==> src/rtl/spi_mem_arbiter.sv <==
// Shares one 23LC512-class SPI SRAM between an instruction-fetch bus and a data bus.
// Round-robin grant, one sequential-mode frame per access, registered outputs.
module spi_mem_arbiter #(
  parameter int unsigned DIV = 1
) (
  input  logic        wb_clk,
  input  logic        wb_rst,
  input  logic [31:0] i_ibus_adr,
  input  logic        i_ibus_cyc,
  output logic [31:0] o_ibus_rdt,
  output logic        o_ibus_ack,
  input  logic [31:0] i_dbus_adr,
  input  logic [31:0] i_dbus_dat,
  input  logic [3:0]  i_dbus_sel,
  input  logic        i_dbus_we,
  input  logic        i_dbus_cyc,
  output logic [31:0] o_dbus_rdt,
  output logic        o_dbus_ack,
  output logic        o_spi_sck,
  output logic        o_spi_ss,
  output logic        o_spi_mosi,
  input  logic        i_spi_miso
);

  localparam logic [1:0] S_IDLE  = 2'd0;
  localparam logic [1:0] S_SHIFT = 2'd1;
  localparam logic [1:0] S_DONE  = 2'd2;
  localparam logic [1:0] S_GAP   = 2'd3;
  localparam logic [7:0] DIV_M1  = 8'(DIV - 1);

  logic [1:0]  r_state;
  logic        r_last_dbus;
  logic        r_owner_d;
  logic        r_is_read;
  logic [55:0] r_tx;
  logic [31:0] r_rx;
  logic [5:0]  r_last_bit;
  logic [5:0]  r_bit_cnt;
  logic [7:0]  r_div_cnt;
  logic        r_phase;
  logic        r_sck;
  logic        r_ss;
  logic        r_mosi;
  logic        r_ibus_ack;
  logic        r_dbus_ack;
  logic [31:0] r_ibus_rdt;
  logic [31:0] r_dbus_rdt;

  logic        w_gnt_d;
  logic        w_wr;
  logic        w_empty_wr;
  logic [1:0]  w_lo;
  logic [1:0]  w_hi;
  logic [2:0]  w_nbytes;
  logic [15:2] w_adr;
  logic [15:0] w_frame_adr;
  logic [31:0] w_shdat;
  logic [31:0] w_wdata;
  logic [55:0] w_frame;
  logic [5:0]  w_last_bit;
  logic        w_sample;
  logic        w_div_end;
  logic        w_frame_end;
  logic [31:0] w_rx_next;
  logic [31:0] w_rx_cur;
  logic [31:0] w_rdt_new;
  logic        w_unused;

  // dbus wins a tie only when ibus held the previous grant
  assign w_gnt_d    = i_dbus_cyc & (~i_ibus_cyc | ~r_last_dbus);
  assign w_wr       = w_gnt_d & i_dbus_we;
  assign w_empty_wr = w_wr & (i_dbus_sel == 4'b0000);

  always_comb begin
    w_lo = '0;
    w_hi = '0;
    for (int unsigned i = 4; i > 0; i--) begin
      if (i_dbus_sel[i-1]) w_lo = 2'(i - 1);
    end
    for (int unsigned i = 0; i < 4; i++) begin
      if (i_dbus_sel[i]) w_hi = 2'(i);
    end
  end

  assign w_nbytes    = w_wr ? ({1'b0, w_hi} - {1'b0, w_lo} + 3'd1) : 3'd4;
  assign w_adr       = w_gnt_d ? i_dbus_adr[15:2] : i_ibus_adr[15:2];
  assign w_frame_adr = {w_adr, (w_wr ? w_lo : 2'b00)};
  assign w_shdat     = i_dbus_dat >> {w_lo, 3'b000};
  assign w_wdata     = w_wr ? {w_shdat[7:0], w_shdat[15:8], w_shdat[23:16], w_shdat[31:24]} : '0;
  assign w_frame     = {(w_wr ? 8'h02 : 8'h03), w_frame_adr, w_wdata};
  assign w_last_bit  = {w_nbytes, 3'b000} + 6'd23;

  // With DIV=1 the sampling cycle is also the frame's final cycle, so the
  // read data is built from the not-yet-registered shift value.
  assign w_div_end   = (r_div_cnt == DIV_M1);
  assign w_sample    = (r_state == S_SHIFT) & r_phase & (r_div_cnt == '0);
  assign w_frame_end = r_phase & w_div_end & (r_bit_cnt == r_last_bit);
  assign w_rx_next   = {r_rx[30:0], i_spi_miso};
  assign w_rx_cur    = w_sample ? w_rx_next : r_rx;
  assign w_rdt_new   = {w_rx_cur[7:0], w_rx_cur[15:8], w_rx_cur[23:16], w_rx_cur[31:24]};

  assign w_unused = &{1'b0, i_ibus_adr[31:16], i_ibus_adr[1:0], i_dbus_adr[31:16], i_dbus_adr[1:0]};

  always_ff @(posedge wb_clk) begin
    if (wb_rst) begin
      r_state     <= S_IDLE;
      r_last_dbus <= 1'b1;
      r_owner_d   <= 1'b0;
      r_is_read   <= 1'b0;
      r_tx        <= '0;
      r_rx        <= '0;
      r_last_bit  <= '0;
      r_bit_cnt   <= '0;
      r_div_cnt   <= '0;
      r_phase     <= 1'b0;
      r_sck       <= 1'b0;
      r_ss        <= 1'b1;
      r_mosi      <= 1'b0;
      r_ibus_ack  <= 1'b0;
      r_dbus_ack  <= 1'b0;
      r_ibus_rdt  <= '0;
      r_dbus_rdt  <= '0;
    end else begin
      r_ibus_ack <= 1'b0;
      r_dbus_ack <= 1'b0;
      if (w_sample) r_rx <= w_rx_next;
      case (r_state)
        S_IDLE: begin
          if (i_ibus_cyc | i_dbus_cyc) begin
            r_last_dbus <= w_gnt_d;
            r_owner_d   <= w_gnt_d;
            r_is_read   <= ~w_wr;
            if (w_empty_wr) begin
              r_state    <= S_DONE;
              r_dbus_ack <= 1'b1;
            end else begin
              r_state    <= S_SHIFT;
              r_ss       <= 1'b0;
              r_mosi     <= w_frame[55];
              r_tx       <= {w_frame[54:0], 1'b0};
              r_last_bit <= w_last_bit;
              r_bit_cnt  <= '0;
              r_div_cnt  <= '0;
              r_phase    <= 1'b0;
            end
          end
        end
        S_SHIFT: begin
          if (!w_div_end) begin
            r_div_cnt <= r_div_cnt + 8'd1;
          end else begin
            r_div_cnt <= '0;
            if (!r_phase) begin
              r_phase <= 1'b1;
              r_sck   <= 1'b1;
            end else if (w_frame_end) begin
              r_state    <= S_DONE;
              r_sck      <= 1'b0;
              r_ss       <= 1'b1;
              r_mosi     <= 1'b0;
              r_ibus_ack <= ~r_owner_d;
              r_dbus_ack <= r_owner_d;
              if (r_is_read && !r_owner_d) r_ibus_rdt <= w_rdt_new;
              if (r_is_read && r_owner_d)  r_dbus_rdt <= w_rdt_new;
            end else begin
              r_phase   <= 1'b0;
              r_sck     <= 1'b0;
              r_mosi    <= r_tx[55];
              r_tx      <= {r_tx[54:0], 1'b0};
              r_bit_cnt <= r_bit_cnt + 6'd1;
            end
          end
        end
        S_DONE:  r_state <= S_GAP;
        default: r_state <= S_IDLE;
      endcase
    end
  end

  assign o_ibus_rdt = r_ibus_rdt;
  assign o_ibus_ack = r_ibus_ack;
  assign o_dbus_rdt = r_dbus_rdt;
  assign o_dbus_ack = r_dbus_ack;
  assign o_spi_sck  = r_sck;
  assign o_spi_ss   = r_ss;
  assign o_spi_mosi = r_mosi;

endmodule

==> config.mk <==
export PLATFORM = sky130hd
export DESIGN_NAME = spi_mem_arbiter
export DESIGN_NICKNAME = d
export VERILOG_FILES = /design/src/rtl/spi_mem_arbiter.sv
export SDC_FILE = /design/constraint.sdc
export NUM_CORES = 1
export LEC_CHECK = 0
export BUFFER_PORTS_ARGS = -buffer_cell sky130_fd_sc_hd__buf_2
export CORE_MARGIN = 3
export CORE_UTILIZATION = 30
export CTS_CLUSTER_SIZE = 20
export DETAILED_ROUTE_END_ITERATION = 7
export SKIP_LAST_GASP = 1
export SLEW_MARGIN = 30
export SYNTH_ARGS = -nofsm -noshare
export SYNTH_HDL_FRONTEND = slang
export SYNTH_SLANG_ARGS = --single-unit
==> constraint.sdc <==
create_clock -name wb_clk -period 2.73 [get_ports wb_clk]
set_clock_uncertainty 0.2 [all_clocks]
set_input_delay 0.1365 -clock wb_clk [delete_from_list [all_inputs] [get_ports wb_clk]]
set_output_delay 0.1365 -clock wb_clk [all_outputs]
set_load 0.005 [all_outputs]
== Word level (Yosys, flattened, before mapping) ==
Cells that the tools add are included.
Cells by class
  shift-type cells: 1
  mux-type cells: 58
  bitwise operators: 18
  $add $sub $neg: 5
  reductions and logical operators: 19
  equality and inequality tests: 9
Operators with widths (count)
  $mux 56: 5
  $pmux 56 s2: 1
  $mux 32: 2
  $shr 32x5->32: 1
  $mux 6: 5
  $mux 2: 12
  $mux 8: 3
  $mux 1: 21
  $pmux 8 s2: 1
  $reduce_and 5->1: 3
  $mux 14: 1
  $ne 2x2->1 const B: 6
  $pmux 6 s2: 1
  $reduce_and 6->1: 2
  $not 1->1: 9
  $add 8x1->8 const B: 1
  $logic_not 8->1: 1
  $pmux 1 s2: 4
  $reduce_and 4->1: 2
  $and 1x1->1: 7
  $add 6x1->6 const B: 1
  $add 6x5->6 const B: 1
  $eq 6x6->1: 1
  $pmux 2 s3: 1
  14 further kinds: 18
Storage, ports and cells
  bits in registers: 183
  output and inout bits: 69
  bits of input ports: 106

== Logic depth before layout (Yosys ltp) ==
Gate-level depths: netlist of run 1.
  word-level depth: 9
  gate-level depth with buffers: 11
  mapped depth without buffers: 8

== Worst setup path after synthesis of run 1 ==
No wires, ideal clock.
  path kind: reg2reg
  from: reg r_state[1]
  to: reg r_tx[16]
  cell stages (with the launch flop): 12
  arrival time: 2.100 ns
  library setup time: 0.138 ns
  setup slack: 0.293 ns
  path buffers: 4
  path through: dfxtp_1 > inv_1 > ha_1 > buf_2 > nor4b_2 > nand4_1 > or3_1 > clkbuf_1 > buf_6 > buf_2 > a21oi_1 > a211oi_1
On the way
  word-level cells in the longest chain between the ends: 3
  elaborated cells on any way between the ends: 10
Ends and longest elaborated chain
  from (decl): RTL line 31  | logic [1:0] r_state;
  from (signal assigned): RTL line 106  | r_state <= S_IDLE;
  from (signal assigned): RTL line 134  | r_state <= S_DONE;
  from (signal assigned): RTL line 137  | r_state <= S_SHIFT;
  $eq 2x1->1 or $logic_not 2->1 (tied branches): RTL line 127  | case (r_state)
  $ne 2x2->1 (no source line) or $reduce_bool 2->1 (tied branches)
  $reduce_and 6->1 (no source line)
  to (signal assigned): RTL line 140  | r_tx <= {w_frame[54:0], 1'b0};
  to (signal assigned): RTL line 169  | r_tx <= {r_tx[54:0], 1'b0};
  to (decl): RTL line 35  | logic [55:0] r_tx;
Parallel ways exist; a longest one is shown, timed or not.
A chain may end at the register's enable or synchronous reset.

== Final worst setup path of run 1 ==
  from: reg r_state[1]
  to: reg r_rx[0]
On the way
  word-level cells in the longest chain between the ends: 4
Ends and longest elaborated chain
  $eq 2x1->1: RTL line 96  | assign w_sample = (r_state == S_SHIFT) & r_phase & (r_div_cnt == '0);
  $and 1x1->1 (2 in a row): RTL line 96
  $mux 32
  to (signal assigned): RTL line 126  | if (w_sample) r_rx <= w_rx_next;
  to (decl): RTL line 36  | logic [31:0] r_rx;
No other way between the ends.

==> flow_results.org, run 1 <==
** Finish
- Layout filler cell count :: around 2700
- 0 antenna diodes ended up in the layout.
- Post-layout instance count excluding filler cells :: between 1000 and 1500
- Nets :: 1155
- Of the cells placed in the final design, the portion with a size suffix greater than 1 is 0.228.
- Area Growth Syn to Fin :: 27.0%

** STA
- Total count of max-transition violations in the final report :: 0
- RSZ-0062 raised after global routing :: yes
- Setup violations remaining at the end of the flow were counted as 0.
- Across all hold checks on the routed design, the worst slack comes to between 0.05 and 0.06 ns.
- Worst max-slew margin expressed relative to the limit :: 0.631
- Count of endpoints failing hold in the final timing report :: 0
- In the finished design, the share of the clock period the worst path needs comes to 0.942.
- Timing would allow up to approximately 0.39 GHz.
- The worst path in the final design needs a cycle of around 2.6 ns, including I/O delays and setup.
- Worst slew pin tran :: about 0.55 ns

** Place
- Once placement completed, the tool counted placed cells totaling approximately 1300.
- The congestion estimate from routability-driven global placement came to a little under 0.9.
- DP Wirelength :: between 10000 and 15000 um
- IO Port Bufs :: 138

** Pwr
- Leakage component of the power :: 4.32 nW
- Worst supply voltage drop on vdd :: approximately 0.52 mV
- Power per Cell Area :: roughly 850 nW/um^2

** Routing
- In the routed design, unresolved DRC markers number 0.
- After detailed routing, the number of vias per cell comes to between 5 and 6.
- Iter 0 DRT Violations :: ~580
- Detail-routed net length per standard cell :: about 16 um
- The detailed router placed about 7200 vias in this run.
- Routed WL :: between 20000 and 25000 um
- The count of nets left with antenna violations once routing finished came out at 0.
- Before antenna repair, the detailed router went through 5 iterations.

** Clock network
- Worst-path clk slew :: around 0.07 ns
- The clock reaches the later pin of the worst-skew pair after between 0.4 and 0.5 ns.
- H-tree depth reported by CTS :: 4
- TritonCTS created 17 clock buffers.
- CTS root buf :: clkbuf_16
- TritonCTS built the clock tree.
- CTS sink cnt :: between 150 and 200
- No sink is reached through more buffers than the 2 on the longest clock path.

** Logic synthesis
- Flops & latches, synth :: 180
- Count of warnings emitted by yosys :: 0
- Combined area of all synthesized cells :: just over 8000 um^2
- Sorting the synthesized cells by how often they occur yields dfxtp_1, a21oi_1, nor2_1.
- Dominant register cell in the synthesized netlist :: dfxtp_1
- Yosys mapped a number of flops with a built-in enable equal to 0.
- The share of synthesized area in the top cell type comes to 0.441.
- Largest cells by area after synthesis :: dfxtp_1, mux2i_1, a21oi_1
- Gate Count Post-Synth :: between 800 and 900
- Synth async-reset ratio :: 0
- Post-synth net total :: 1000
- Counting distinct cell types in the post-synthesis netlist gives 64.
- The share of the Yosys chip area taken by registers is 0.441.
- Avg Synthesized Cell Area :: 9.24 um^2
- Leading cell type by number of instances after synthesis :: dfxtp_1
- The biggest area contributor in the post-synthesis netlist is dfxtp_1.

** Floorplan
- The floorplan has slightly below 60 rows.
- Measured along the y axis, the die boundary spans around 170 um.
- Number of top-level design ports :: 175
- Starting utilization of the core area :: 0.309
- Die width :: about 170 um
- In this run the standard cell core region covers about 26000 um^2.
- Die outline area :: between 20000 and 30000 um^2

** Worst setup path
- The worst setup path is launched from a flop.
- Sort of element at the end of the critical path :: flop
- STA puts the critical path data required time at around 2.8 ns.
- CP Max Fanout :: 33
- Worst Setup Path Type :: reg2reg
- At the worst endpoint, the arrival time is 2.68 ns.

** Min path
- Hold Crit Class :: in2reg

** GRT
- Grt ovf :: 0
- First-pass GRT wire length :: 35900 um
- Vias in the first global route :: between 6000 and 7000
- Antenna violations before repair :: 0
- GRT Overall Usage :: 0.150
- Largest net degree at the start of global routing :: a little over 80

** Outcome
- The run finished with clean final reports.

** Run
- Across the run, the number of max-cap violations was 0.
cell usage in the layout, fill, tap and decap left out, types with 11 or more instances in the layout:
cell	Yosys	routed
a211oi_1	35	35
o21ai_0	58	58
mux2_2	19	19
nor2_1	61	60
or3_1	17	16
inv_1	11	11
nand2b_1	33	33
o2111ai_1	17	17
nand2_1	34	34
buf_2	19	137
nor2b_1	35	35
a21oi_1	91	91
a32oi_1	15	15
buf_4	0	24
nor3_1	13	12
o22ai_1	12	12
clkbuf_16	0	17
mux2_1	30	30
dfxtp_1	180	180
mux2i_1	46	46
dlygate4sd3_1	0	43
metrics by stage:
| stage | power, W | TNS (ns) | utilization | cell area [um^2] | setup WS [ns] |
|---|---|---|---|---|---|
| floorplan | 0.00524 | 0 | - | 8180 | 0.293 |
| global placement | 0.00614 | 0 | 0.352 | 9310 | 0.176 |
| detailed placement | 0.00617 | 0 | 0.352 | 9310 | 0.123 |
| CTS | 0.00876 | 0 | 0.391 | 10300 | 0.0410 |
| global route | 0.00933 | -0.00975 | 0.393 | 10400 | -0.00975 |
| finish | 0.00880 | 0 | 0.393 | 10400 | 0.158 |
metal layers:
metal	vias to the layer above	part of all wire	track usage
li1	3549	-	-
met3	30	0.047	0.0280
met1	3441	0.46	0.204
met2	209	0.47	0.240
met5	-	0	0
met4	0	0.021	0.0500
power breakdown:
part	internal (W)	total [W]	switching, W
Combinational	0.00127	0.00297	0.00169
Clock	0.00138	0.00250	0.00111
Sequential	0.00308	0.00334	0.000258
repair_timing:
| action | CTS | global route |
|---|---|---|
| setup endpoints to repair | 0 | 82 |
| gates resized for setup | 0 | 4 |
| buffers inserted | 0 | 2 |
| hold buffers | 43 | 0 |
| hold endpoints to repair | 50 | 0 |
logic make-up (layout without fill, tap and decap cells):
group	Yosys count	after routing	share of synthesized area
muxes	95	95	0.124
xor gates and xnor gates	10	10	0.0107
adders and majority gates	9	9	0.0138
DFF	180	180	0.441
and+or+nand+nor	228	228	0.150
AOI/OAI and AO/OA	274	274	0.215
buffers and inverters	89	256	0.0456
critical path: stages (launching register included):
cell           delay (ns)
dfxtp_1              0.38
inv_1                0.09
ha_1                 0.22
nor4b_2              0.18
nand3_2              0.09
buf_6                0.37
mux2i_1              0.26
nor2_1               0.07
dlygate4sd3_1        0.58
registers in the layout (all words and copies together), names as in the netlist:
signal / count
r_tx: 55
o_dbus_rdt: 32
o_ibus_rdt: 32
r_rx: 32
r_div_cnt: 8
r_bit_cnt: 6
r_last_bit: 4
r_state: 2
o_dbus_ack: 1
o_ibus_ack: 1
o_spi_mosi: 1
o_spi_sck: 1
o_spi_ss: 1
r_is_read: 1
r_last_dbus: 1
r_owner_d: 1
r_phase: 1
worst paths after layout:
| path | start | endpoint | slack [ns] | cells after the start |
|---|---|---|---|---|
| setup reg to reg | r_state[1]$_SDFFE_PP0P_ | r_rx[0]$_SDFF_PP0_ | 0.16 | 8 |
| hold / removal | i_dbus_dat[6] | r_tx[31]$_SDFFE_PP0P_ | 0.05 | 4 |
| hold reg to reg | o_ibus_rdt[17]$_SDFFE_PP0P_ | o_ibus_rdt[17]$_SDFFE_PP0P_ | 0.27 | 2 |
| setup / recovery | r_state[1]$_SDFFE_PP0P_ | r_rx[0]$_SDFF_PP0_ | 0.16 | 8 |
layout make-up:
cell class	instances	area (um^2)	area share
repair buffers	213	1470	0.141
flip-flops and latches	180	3600	0.347
inverters	12	45.0	0.00434
clock buffers	18	429	0.0413
well taps	335	419	0.0404
clock inverters	13	163	0.0157
multi-input cells	616	4250	0.410
No activity file was read; power rests on OpenSTA's default activity.
==> run 2: changes to the inputs <==
--- a/config.mk
+++ b/config.mk
@@ -10,6 +10,7 @@
 export CORE_UTILIZATION = 30
 export CTS_CLUSTER_SIZE = 20
 export DETAILED_ROUTE_END_ITERATION = 7
+export REMOVE_ABC_BUFFERS = 1
 export SKIP_LAST_GASP = 1
 export SLEW_MARGIN = 30
 export SYNTH_ARGS = -nofsm -noshare
==> run 2 against run 1 <==
  * Critical endpoint is now o_ibus_rdt[3]$_SDFFE_PP0P_
  * Clock power increased by 2%
  * Setup slack got worse by 0.0011 ns
  * Highest routed layer unchanged
  * Largest cell class unchanged
  * Global-route usage hardly changed
==> flow_results.org, run 2 (synthesis results as in run 1) <==
** Outcome
- The run finished with clean final reports.

** Floorplan
- Die outline area :: roughly 30000 um^2
- The die is approximately 170 um wide.
- Starting utilization of the core area :: 0.309
- Number of top-level design ports :: around 180
- Number of placement rows :: 59
- In this run the standard cell core region covers 26400 um^2.
- Die height :: ~170 um

** STA
- Subtracting the final worst setup slack from the clock period gives approximately 2.6 ns.
- Total count of max-transition violations in the final report :: 0
- In the finished design, the share of the clock period the worst path needs comes to 0.943.
- Setup violations remaining at the end of the flow were counted as 0.
- Post-route setup slack :: about 0.16 ns
- The final-report hold violation count is 0.
- Setup repair after global routing could not meet its margin everywhere.
- For the pin with the worst max-slew slack, the measured transition is roughly 0.60 ns.
- Static timing analysis puts the maximum clock frequency at between 0.3 and 0.4 GHz.
- Headroom to the max-slew limit came out at 0.600.

** Place
- DP Wirelength :: 14300 um
- IO Port Bufs :: 138
- At the placement stage, the worst setup path has a slack of around 0.16 ns.
- Number of placed instances, taps included :: between 1000 and 1500
- Routability-driven placement finished with a final weighted congestion of 0.872.
- Standard cell area after detailed placement :: between 9000 and 10000 um^2

** Clock network
- The clock drives 180 sinks.
- Clock-pin slew was measured on the worst setup and hold paths at 0.07 ns.
- At the later pin of the worst-skew pair, clock insertion delay measures between 0.4 and 0.5 ns.
- TritonCTS built the clock tree.
- CTS root buf :: clkbuf_16
- Maximum number of buffers from clock root to sink :: 2
- CTS built an H-tree with a depth of 4.
- The number of clock buffers added by TritonCTS is 17.

** Finish
- Area used by multi-input combinational logic :: between 4000 and 5000 um^2
- Commonest cells after routing, fill and taps aside :: dfxtp_1, buf_2, a21oi_1, nor2_1, o21ai_0
- Of the cells placed in the final design, the portion with a size suffix greater than 1 is 0.232.
- Flip-flop count of the largest register, all copies and words added :: between 50 and 60
- After filler insertion, the fill cell instance count of the layout stands at 2662.
- From synthesis to final layout, the design area changed by 27.3%.
- Reg area :: between 3000 and 4000 um^2
- Core utilization of the finished layout :: 0.394
- Final design instance area without fill :: 10400 um^2
- The library cell used most frequently in the layout, excluding fill and tap cells, is dfxtp_1.
- The register with the most flip-flops in the final layout is r_tx.
- The finished layout holds around 1400 standard cells, fillers aside.
- Nets :: between 1000 and 1500

** Worst setup path
- At the worst endpoint, the arrival time is 2.69 ns.
- The critical path is of the reg2reg type.
- CP Max Fanout :: 30
- Critical path launch point type :: flop
- Sort of element at the end of the critical path :: flop
- Data on the critical path is required at its endpoint by ~2.9 ns.

** Routing
- After detailed routing, the number of remaining DRC violations is 0.
- Routed WL :: ~22000 um
- Before antenna repair, the detailed router went through 5 iterations.
- The routed layout has slightly above 7000 vias.
- Iter 0 DRT Violations :: roughly 530
- Post-route antenna net violation count :: 0
- Using the TritonRoute via totals, the vias-per-cell ratio works out to slightly above 5.
- Detail-routed net length per standard cell :: around 16 um

** Pwr
- Part of the power in combinational logic :: 0.332
- IR analysis of the VDD net gives a maximum drop of roughly 0.45 mV.
- Switching portion of total power :: 0.355
- Final total power :: 0.00880 W
- The share of total power dissipated in the clock network is 0.288.
- The share of total power dissipated in sequential elements is 0.380.
- Power spread over the standard cell area amounts to around 850 nW/um^2.
- Leakage component of the power :: ~4.3 nW
- Internal power comes to 0.00567 W.
- Total net switching power :: about 0.0031 W

** GRT
- Antenna violations before repair :: 0
- Largest net degree at the start of global routing :: 67
- GRT Overall Usage :: 0.149
- Vias in the first global route :: just under 7000
- First-pass GRT wire length :: between 30000 and 40000 um
- Grt ovf :: 0

** Run
- Count of maximum capacitance violations :: 0

** Min path
- Hold Crit Class :: in2reg
run 2: worst paths after layout:
kind	start	cells past startpoint	end	slack [ns]
hold reg to reg	o_ibus_rdt[0]$_SDFFE_PP0P_	2	o_ibus_rdt[0]$_SDFFE_PP0P_	0.27
setup / recovery	r_state[1]$_SDFFE_PP0P_	8	o_ibus_rdt[3]$_SDFFE_PP0P_	0.16
hold / removal	i_dbus_dat[0]	4	r_tx[25]$_SDFFE_PP0P_	0.02
setup reg to reg	r_state[1]$_SDFFE_PP0P_	8	o_ibus_rdt[3]$_SDFFE_PP0P_	0.16
run 2: repair_timing:
item | in CTS | in global routing
setup buffers | 0 | 2
setup endpoints to repair | 0 | 20
endpoints found under the hold margin | 41 | 0
gates resized for setup | 0 | 1
hold buffers | 40 | 0
run 2: stage by stage:
stage,hold WS [ns],TNS (ns)
3_5_place_dp,0.242,0
4_1_cts,0.00433,0
5_1_grt,0.0429,-0.145
3_3_place_gp,0.235,0
2_1_floorplan,0.00557,-287.18
6_report,0.0192,0
run 2: power groups by stage:
stage / registers, W / logic (W) / clock network (W)
CTS: 0.00333 / 0.00290 / 0.00260
floorplan: 0.00332 / 0.00177 / 0
global placement: 0.00338 / 0.00279 / 0
detailed placement: 0.00339 / 0.00283 / 0
finish: 0.00334 / 0.00292 / 0.00254
global route: 0.00339 / 0.00325 / 0.00271
run 2: routing by layer:
layer	track usage	vias up	wire [um]	part of all wire
met5	0	-	0	0
met4	0.0472	0	309	0.014
met2	0.244	184	10500	0.47
li1	-	3549	-	-
met1	0.202	3440	10500	0.47
met3	0.0259	24	828	0.037
run 2: final cells by class:
type	instances	area share
clock inverter	14	0.0176
timing repair buffer	212	0.140
multi-input combinational	616	0.409
inverter	12	0.00433
clock buffer	18	0.0422
antenna	1	0.000240
sequential	180	0.346
tap	335	0.0403
run 2: critical path: stages, from the launching register on:
cell     delay [ns]
dfxtp_1        0.34
inv_1          0.11
ha_1           0.20
nor4b_4        0.26
nand4_1        0.25
or3_2          0.52
buf_4          0.26
o21ai_0        0.22
a21oi_1        0.09
==> run 3: changes to the inputs <==
--- a/config.mk
+++ b/config.mk
@@ -10,6 +10,8 @@
 export CORE_UTILIZATION = 30
 export CTS_CLUSTER_SIZE = 20
 export DETAILED_ROUTE_END_ITERATION = 7
+export MAX_ROUTING_LAYER = met4
+export RECOVER_POWER = 25
 export REMOVE_ABC_BUFFERS = 1
 export SKIP_LAST_GASP = 1
 export SLEW_MARGIN = 30
==> run 3 against run 2 <==
  * Clock power hardly changed
  * Final cell count stayed put
  * Non-clock buffer count is the same
  * Sequential power about the same
  * Largest power group unchanged
  * Critical endpoint is now o_ibus_rdt[5]$_SDFFE_PP0P_
  * Critical path depth did not move
==> flow_results.org, run 3 (synthesis results as in run 1) <==
** Outcome
- The flow ran to the end, and the final reports show no timing, DRC or antenna violations.

** STA
- Setup violations remaining at the end of the flow were counted as 0.
- Counting I/O delays and the setup requirement, the final critical path takes 2.57 ns.
- RSZ-0062 raised after global routing :: yes
- The number of max-slew violations in the final report came to 0.
- Count of endpoints failing hold in the final timing report :: 0
- Worst slew pin tran :: about 0.6 ns
- Max Clock Freq :: 0.389 GHz
- Post-route setup slack :: around 0.16 ns
- Of the available clock period, the critical path in the final layout requires 0.942.
- The worst pin sits at a relative slew slack of 0.599.

** Place
- IO Port Bufs :: about 140
- After detailed placement, the total cell area comes to around 9400 um^2.
- DP Wirelength :: around 14000 um
- RD Place Congestion :: a little under 0.9
- In this run, placement finished with an instance count of ~1300.
- At the placement stage, the worst setup path has a slack of about 0.16 ns.

** Worst setup path
- STA classifies the critical path startpoint as a flop.
- The worst setup path is captured at a flop.
- The signal on the critical path passes through inv_1 > ha_1 > nor4b_4 > nand4_1 > or3_2 > buf_4 > o21ai_0 > a21oi_1.
- Grouping stages by cell kind, the critical path spends the most delay in simple AND/OR/NAND/NOR gates.
- For this run, the slowest stage of the critical path takes 0.52 ns.
- The critical path contains buffers and inverters numbering 2 combined.
- Arrival time at the worst endpoint :: about 2.7 ns
- CP Max Fanout :: 30
- Required time of the critical path :: 2.84 ns
- Worst Setup Path Type :: reg2reg
- Slowest stage cell on the critical path :: or3_2

** Clock network
- Counting every sink on the clock net gives 180.
- The tree is rooted in a clkbuf_16.
- TritonCTS built the clock tree.
- Clock tree synthesis inserted a total of 17 buffers.
- H-tree depth reported by CTS :: 4
- After clock tree synthesis, the clock-pin slew on the worst setup and hold paths is about 0.070 ns.
- Clk_lat worst skew :: 0.44 ns
- Maximum number of buffers from clock root to sink :: 2

** GRT
- Vias in the first global route :: 6888
- Largest net degree at the start of global routing :: 67
- The number of antenna violations at the first check in global routing is 0.
- In the global route stage, overall resource usage came out at 0.154.
- Global routing finished with a remaining overflow of 0.
- The first global-routing pass estimated between 30000 and 40000 um of wire.

** Floorplan
- From left edge to right edge, the die measures ~170 um.
- Die outline area :: roughly 30000 um^2
- Row generation in the floorplan step produced 59 rows.
- ~180 I/O pins were placed.
- Core area :: ~26000 um^2
- Die height :: 171 um
- The initial utilization of the core area, before any placement, comes to 0.309.

** Routing
- First drt pass iteration count :: 6
- Using the TritonRoute via totals, the vias-per-cell ratio works out to between 5 and 6.
- For this block, the routed nets add up to 22300 um of wire.
- DRC violations left :: 0
- After detailed routing, the average wire length per cell comes to between 15 and 20 um.
- Post-route antenna net violation count :: 0
- After the first detailed-routing iteration, the DRC count stood at ~580.
- DR vias :: between 7000 and 8000

** Finish
- The register with the most flip-flops in the final layout is r_tx.
- Reg area :: about 3600 um^2
- Counting the fill cells in the layout gives approximately 2700.
- The register with the most flip-flops in the layout has 55 of them.
- Layout cells sized above 1 :: 0.180
- The library cell used most frequently in the layout, excluding fill and tap cells, is dfxtp_1.
- Area Growth Syn to Fin :: 26.4%
- Final design instance area without fill :: approximately 10000 um^2
- The library cells used most frequently in the layout, excluding fill and tap cells, are dfxtp_1, a21oi_1, buf_2, nor2_1, o21ai_0.
- Area used by multi-input combinational logic :: around 4300 um^2
- After the flow finishes, the layout carries non-filler instances totaling between 1000 and 1500.
- The net count of the finished layout is between 1000 and 1500.
- Measured on the finished design, the core utilization comes to 0.391.

** Pwr
- Worst supply voltage drop on vdd :: ~0.45 mV
- Part of the power in combinational logic :: 0.332
- Sequential share of power :: 0.380
- Leakage component of the power :: 4.09 nW
- Int Power :: about 0.0057 W
- Switching portion of total power :: 0.355
- The share of total power dissipated in the clock network is 0.288.
- Dividing total power by cell area gives a power density of between 800 and 900 nW/um^2.
- Total net switching power :: 0.00312 W

** Run
- Count of maximum capacitance violations :: 0

** Min path
- Hold Crit Class :: in2reg
-- run 3: changes by cell type in the layout (fill, tap and decap cells not counted), sizes merged --
cell / change
buf: -54
clkbuf: +54
-- run 3: metrics by stage --
step,hold WS [ns],TNS (ns),power [W]
3_3_place_gp,0.235,0,0.00617
6_report,0.0241,0,0.00879
5_1_grt,0.0416,-0.143,0.00936
2_1_floorplan,0.00557,-287.18,0.00509
4_1_cts,0.00433,0,0.00884
3_5_place_dp,0.242,0,0.00621
-- run 3: routing by layer --
layer,track usage,wire length [um]
met1,0.203,10500
met2,0.244,10700
met3,0.0245,822
met4,0.0472,265
met5,-,0
-- run 3: cell type report --
| cell class | instances | area share |
|---|---|---|
| antenna | 1 | 0.000242 |
| tap | 335 | 0.0406 |
| timing repair buffer | 212 | 0.135 |
| clock inverter | 14 | 0.0177 |
| sequential | 180 | 0.349 |
| clock buffer | 18 | 0.0425 |
| multi-input combinational | 616 | 0.411 |
| inverter | 12 | 0.00436 |
-- run 3: power by group through the flow --
stage | combinational, W | sequential, W | clock (W)
4_1_cts | 0.00290 | 0.00333 | 0.00260
2_1_floorplan | 0.00177 | 0.00332 | 0
5_1_grt | 0.00325 | 0.00339 | 0.00271
3_5_place_dp | 0.00283 | 0.00339 | 0
3_3_place_gp | 0.00279 | 0.00338 | 0
6_report | 0.00292 | 0.00334 | 0.00253
-- run 3: worst reg2reg max path, delay by kind of cell, from the launching register on --
family / cells / cell delay (ns)
AO/OA/AOI/OAI: 2 / 0.31
adder cells (fa/ha/maj): 1 / 0.20
buffers and inverters: 2 / 0.37
flip-flops: 1 / 0.34
AND/OR/NAND/NOR: 3 / 1.03
-- run 3: worst paths after layout --
check / start / to / slack (ns) / cells after the start
min reg2reg: o_ibus_rdt[0]$_SDFFE_PP0P_ / o_ibus_rdt[0]$_SDFFE_PP0P_ / 0.27 / 2
min: i_dbus_dat[0] / r_tx[25]$_SDFFE_PP0P_ / 0.02 / 4
max reg2reg: r_state[1]$_SDFFE_PP0P_ / o_ibus_rdt[5]$_SDFFE_PP0P_ / 0.16 / 8
max: r_state[1]$_SDFFE_PP0P_ / o_ibus_rdt[5]$_SDFFE_PP0P_ / 0.16 / 8
-- run 3: repair_timing --
item / in CTS / in global routing
endpoints found under the hold margin: 41 / 0
hold buffers: 40 / 0
resized for setup: 0 / 1
endpoints found under the setup margin: 0 / 19
buffers inserted: 0 / 2
